File: config.mk
export PLATFORM = sky130hd
export DESIGN_NAME = mio_bus_responder
export DESIGN_NICKNAME = d
export VERILOG_FILES = /design/src/rtl/mio_pkg.sv /design/src/rtl/mio_addr_decode.sv /design/src/rtl/mio_bus_responder.sv
export SDC_FILE = /design/constraint.sdc
export NUM_CORES = 1
export LEC_CHECK = 0
export ABC_CLOCK_PERIOD_IN_PS = 2100
export CELL_PAD_IN_SITES_DETAIL_PLACEMENT = 1
export CELL_PAD_IN_SITES_GLOBAL_PLACEMENT = 1
export CORE_MARGIN = 1
export CORE_UTILIZATION = 25
export DETAILED_ROUTE_END_ITERATION = 6
export PLACE_DENSITY = 0.87
export SYNTH_ARGS = -nofsm -noshare
export SYNTH_HDL_FRONTEND = slang
export SYNTH_HIERARCHICAL = 1
export SYNTH_SLANG_ARGS = --single-unit
File: constraint.sdc
create_clock -name clk -period 2.1 [get_ports clk]
set_input_delay 0.42 -clock clk [delete_from_list [all_inputs] [get_ports clk]]
set_output_delay 0.42 -clock clk [all_outputs]
set_load 0.01 [all_outputs]
File: src/rtl/mio_pkg.sv
// Shared types and address map for the MIO bus responder.
package mio_pkg;

  localparam int RAM_IDX_W = 10;

  localparam logic [3:0]  RAM_REGION = 4'h0;
  localparam logic [31:0] GPIO_ADDR  = 32'hF000_0000;
  localparam logic [31:0] CNT_ADDR   = 32'hF000_0004;

  typedef enum logic [1:0] {
    IDLE,
    ACCESS,
    RESP,
    RELEASE
  } mio_state_e;

  function automatic logic [RAM_IDX_W-1:0] ram_index(input logic [31:0] addr);
    return addr[RAM_IDX_W+1:2];
  endfunction

endpackage

File: src/rtl/mio_addr_decode.sv
// One-hot address decoder for the MIO bus responder.
// The COUNTER slot only decodes when MIO_COUNTER_EN is defined.
module mio_addr_decode
  import mio_pkg::*;
(
  input  logic [31:0] addr,
  output logic        is_ram,
  output logic        is_gpio,
  output logic        is_cnt,
  output logic        is_unmapped
);

  always_comb begin
    is_ram  = (addr[31:28] == RAM_REGION);
    is_gpio = (addr == GPIO_ADDR);
`ifdef MIO_COUNTER_EN
    is_cnt  = (addr == CNT_ADDR);
`else
    is_cnt  = 1'b0;
`endif
    is_unmapped = !(is_ram || is_gpio || is_cnt);
  end

endmodule

File: src/rtl/mio_bus_responder.sv
// CPU memory/IO bus responder: word RAM with configurable wait states, GPIO, and
// an optional free-running COUNTER register enabled by the MIO_COUNTER_EN macro.
module mio_bus_responder
  import mio_pkg::*;
#(
  parameter int RAM_WAIT = 1
) (
  input  logic                 clk,
  input  logic                 rst,
  input  logic                 CPU_MIO,
  input  logic                 mem_w,
  input  logic [31:0]          addr_bus,
  input  logic [31:0]          Data_out,
  output logic [31:0]          Data_in,
  output logic                 MIO_ready,
  output logic [RAM_IDX_W-1:0] ram_addr,
  output logic [31:0]          ram_din,
  output logic                 ram_we,
  input  logic [31:0]          ram_dout,
  input  logic [15:0]          sw_in,
  output logic [7:0]           led_out
);

  localparam logic [3:0] WAIT_LAST = 4'(RAM_WAIT - 1);

  mio_state_e           state_q, state_d;
  logic [3:0]           wait_q, wait_d;
  logic [RAM_IDX_W-1:0] idx_q, idx_d;
  logic [31:0]          wdata_q, wdata_d;
  logic                 wr_q, wr_d;
  logic [31:0]          data_in_q, data_in_d;
  logic                 ready_q, ready_d;
  logic                 ram_we_q, ram_we_d;
  logic [7:0]           led_q, led_d;
  logic [31:0]          cnt_rd;

  logic is_ram, is_gpio, is_cnt, is_unmapped;

  mio_addr_decode u_decode (
    .addr        (addr_bus),
    .is_ram      (is_ram),
    .is_gpio     (is_gpio),
    .is_cnt      (is_cnt),
    .is_unmapped (is_unmapped)
  );

`ifdef MIO_COUNTER_EN
  logic [31:0] cnt_q, cnt_d;
  assign cnt_rd = cnt_q;
`else
  assign cnt_rd = '0;
`endif

  always_comb begin
    state_d   = state_q;
    wait_d    = wait_q;
    idx_d     = idx_q;
    wdata_d   = wdata_q;
    wr_d      = wr_q;
    data_in_d = data_in_q;
    ready_d   = 1'b0;
    ram_we_d  = 1'b0;
    led_d     = led_q;
`ifdef MIO_COUNTER_EN
    cnt_d     = cnt_q + 32'd1;
`endif

    unique case (state_q)
      IDLE: begin
        if (CPU_MIO) begin
          idx_d   = ram_index(addr_bus);
          wdata_d = Data_out;
          wr_d    = mem_w;
          if (is_ram) begin
            state_d  = ACCESS;
            wait_d   = 4'd0;
            ram_we_d = mem_w;
          end else begin
            // Peripherals complete immediately; their side effects land on the request edge.
            state_d = RESP;
            ready_d = 1'b1;
            if (mem_w) begin
              if (is_gpio) led_d = Data_out[7:0];
`ifdef MIO_COUNTER_EN
              if (is_cnt) cnt_d = Data_out;
`endif
            end else if (is_unmapped) begin
              data_in_d = '0;
            end else if (is_gpio) begin
              data_in_d = {16'h0, sw_in};
            end else begin
              data_in_d = cnt_rd;
            end
          end
        end
      end
      ACCESS: begin
        if (wait_q == WAIT_LAST) begin
          state_d = RESP;
          ready_d = 1'b1;
          wait_d  = 4'd0;
          if (!wr_q) data_in_d = ram_dout;
        end else begin
          wait_d = wait_q + 4'd1;
        end
      end
      RESP: begin
        state_d = RELEASE;
      end
      RELEASE: begin
        // Wait for the strobe to drop so a held request is never replayed.
        if (!CPU_MIO) state_d = IDLE;
      end
      default: begin
        state_d = IDLE;
      end
    endcase
  end

  always_ff @(posedge clk) begin
    if (rst) begin
      state_q   <= IDLE;
      wait_q    <= 4'd0;
      idx_q     <= '0;
      wdata_q   <= '0;
      wr_q      <= 1'b0;
      data_in_q <= '0;
      ready_q   <= 1'b0;
      ram_we_q  <= 1'b0;
      led_q     <= '0;
`ifdef MIO_COUNTER_EN
      cnt_q     <= '0;
`endif
    end else begin
      state_q   <= state_d;
      wait_q    <= wait_d;
      idx_q     <= idx_d;
      wdata_q   <= wdata_d;
      wr_q      <= wr_d;
      data_in_q <= data_in_d;
      ready_q   <= ready_d;
      ram_we_q  <= ram_we_d;
      led_q     <= led_d;
`ifdef MIO_COUNTER_EN
      cnt_q     <= cnt_d;
`endif
    end
  end

  assign Data_in   = data_in_q;
  assign MIO_ready = ready_q;
  assign ram_addr  = idx_q;
  assign ram_din   = wdata_q;
  assign ram_we    = ram_we_q;
  assign led_out   = led_q;

endmodule

==> impl_metrics.json <==
{
  "dr.pass1.iters": 4,
  "reg2reg_slack_ns": 0.10,
  "grt_usage_pct": 18.4,
  "slew-limit-headroom_pct": 53.6,
  "syn_nets": 551,
  "overflow": 0,
  "grt_pass1_wl_um": 23200,
  "fin_crit_ns": 2.03,
  "vdd_ir_drop_max_v": 0.000381,
  "antenna_cells": 0,
  "setup_viol": 0,
  "cts_htree_levels": 3,
  "fin_crit_sh_pct": 96.5,
  "clk_latency_ns": 0.34,
  "clkTransAtPathRegs_ns": 0.07,
  "endpoint_kind": "flop",
  "drive_gt1_share_pct": 11.9,
  "portBuffers": 199,
  "postSynthCellCount": 427,
  "r2r-end": "Data_in[24]$_SDFFE_PP0P_",
  "endpoint": "Data_in[4]$_SDFFE_PP0P_",
  "post-route-drc-count": 0,
  "cp-start-kind": "primary input",
  "syn_area_per_cell_um2": 8.99,
  "cp_max_fo": 8,
  "antenna_found_initial": 0,
  "reg2regPathDepth": 7,
  "hold_slack_ns": 0.387,
  "cts_tree": "yes",
  "tns_ns": 0,
  "arrival_ns": 2.28,
  "p_leak_nw": 2.67,
  "startpoint": "addr_bus[26]",
  "dp_hpwl_um": 10400,
  "ant_nets": 0,
  "core_um2": 14800,
  "status": "finished, final reports clean",
  "critical_path_required_ns": 2.36,
  "maxCapViolations": 0,
  "die_y_um": 126,
  "die_x_um": 126,
  "cts.path.max_buffers": 2,
  "root_buffer": "clkbuf_16",
  "clock_sinks": 91,
  "yosysWarnings": 6,
  "start_util_pct": 26.0,
  "layout.nets": 747,
  "post_drt_wl_per_cell_um": 18.3,
  "reg2reg_from": "wait_q[0]$_SDFFE_PP0P_",
  "syn_area_um2": 3840,
  "pin_count": 200,
  "worstSetupPathType": "in -> reg",
  "ctsHoldBuffers": 0,
  "hp-class": "in -> reg",
  "routabilityCongestion": 0.723,
  "cts_buffers": 9,
  "fp-row-count": 44,
  "grt_start_max_net_pins": 77,
  "grt_pass1_vias": 4616,
  "die_area_um2": 15900,
  "slew_viol_final": 0,
  "area_growth_pct": 73.2,
  "powerDensity_nw_per_um2": 930,
  "fmax_mhz": 494,
  "fillers": 1641,
  "vias": 4134,
  "drt-initial-drc-count": 230,
  "routed_wl_um": 14800,
  "viasPerCell": 5.09,
  "worst_pin_slew_ns": 0.691,
  "hold_viol_final": 0,
  "skew_ns": 0.00851
}
## power breakdown
group	total, W	internal [W]	switching [W]
sequential	0.00213	0.00198	0.000151
clock	0.00177	0.00108	0.000691
combinational	0.00229	0.00111	0.00118
## worst max-delay path, stage by stage
cell and delay (ns):
clkdlybuf4s50_1 0.40, and4bb_2 0.28, nand4_1 0.14, o21ba_4 0.26, nor3b_4 0.25, buf_6 0.20
a22oi_2 0.09, a211oi_4 0.25
## sequential cells by signal, summed over array words and instances (netlist names)
register	cells
ram_din	32
wr_q	1
Data_in	32
state_q	2
wait_q	4
ram_addr	10
led_out	8
ram_we	1
MIO_ready	1
## cells in the final DEF (no fill, tap or decap), drive strengths merged, types with 2 or more instances in the layout
master and n:
nor2 16, nand2 91, and4bb 2, a31oi 17, o311a 16, mux2i 11, ha 8, and2 3
clkbuf 10, nor2b 2, a31o 6, a22oi 16, nor3 2, nand4 3, nand3 2, bufinv 2
clkdlybuf4s50 175, a211oi 19, a41o 10, clkinvlp 2, clkinv 3, clkdlybuf4s15 3, inv 6, a221oi 2
nor4 7, a21oi 47, dlymetal6s2s 19, dfxtp 91, buf 25
## worst min-delay path by stage
stage | to | cells past startpoint | slack (ns) | start
floorplan | wait_q[3]$_SDFFE_PP0P_ | 1 | 0.43 | wait_q[3]$_SDFFE_PP0P_
global placement | ram_din[5]$_SDFFE_PP0P_ | 2 | 0.44 | ram_din[5]$_SDFFE_PP0P_
detailed placement | ram_addr[4]$_SDFFE_PP0P_ | 2 | 0.45 | ram_addr[4]$_SDFFE_PP0P_
CTS | ram_addr[4]$_SDFFE_PP0P_ | 2 | 0.46 | ram_addr[4]$_SDFFE_PP0P_
global route | ram_addr[7]$_SDFFE_PP0P_ | 3 | 0.39 | addr_bus[9]
finish | ram_addr[7]$_SDFFE_PP0P_ | 3 | 0.39 | addr_bus[9]
## stage by stage
stage          total power (W)  cells  util (%)  cell area (µm²)  setup WS, ns
2_1_floorplan          0.00319    427         -             3850        0.0116
3_3_place_gp           0.00425    795      41.5             6130        -0.568
3_5_place_dp           0.00438    795      41.5             6130        -0.675
4_1_cts                0.00623    812      44.5             6560       0.00207
5_1_grt                0.00650    812      45.1             6650      -0.00844
6_report               0.00619    812      45.1             6650        0.0742
## metal layers
metal  part of all wire [%]  global-route usage (%)
met3                    3.7                    2.85
met4                    3.3                    9.78
met2                     53                    34.7
met1                     39                    19.6
met5                      0                       0
## area by class of cell
cell class | count | area (µm²) | area share (%)
clock inverter | 6 | 88.8 | 1.34
tap | 184 | 230 | 3.46
clock buffer | 10 | 239 | 3.59
timing repair buffer | 223 | 2280 | 34.3
multi-input combinational | 291 | 1960 | 29.5
inverter | 7 | 26.3 | 0.395
sequential | 91 | 1820 | 27.4
## repair_timing
| action | CTS | global route |
|---|---|---|
| gates resized for setup | 25 | 30 |
| pin swaps | 20 | 15 |
| cloned | 1 | 0 |
| endpoints found under the setup margin | 24 | 34 |
| setup buffers | 0 | 0 |
Power figures use the tool's default switching activity.
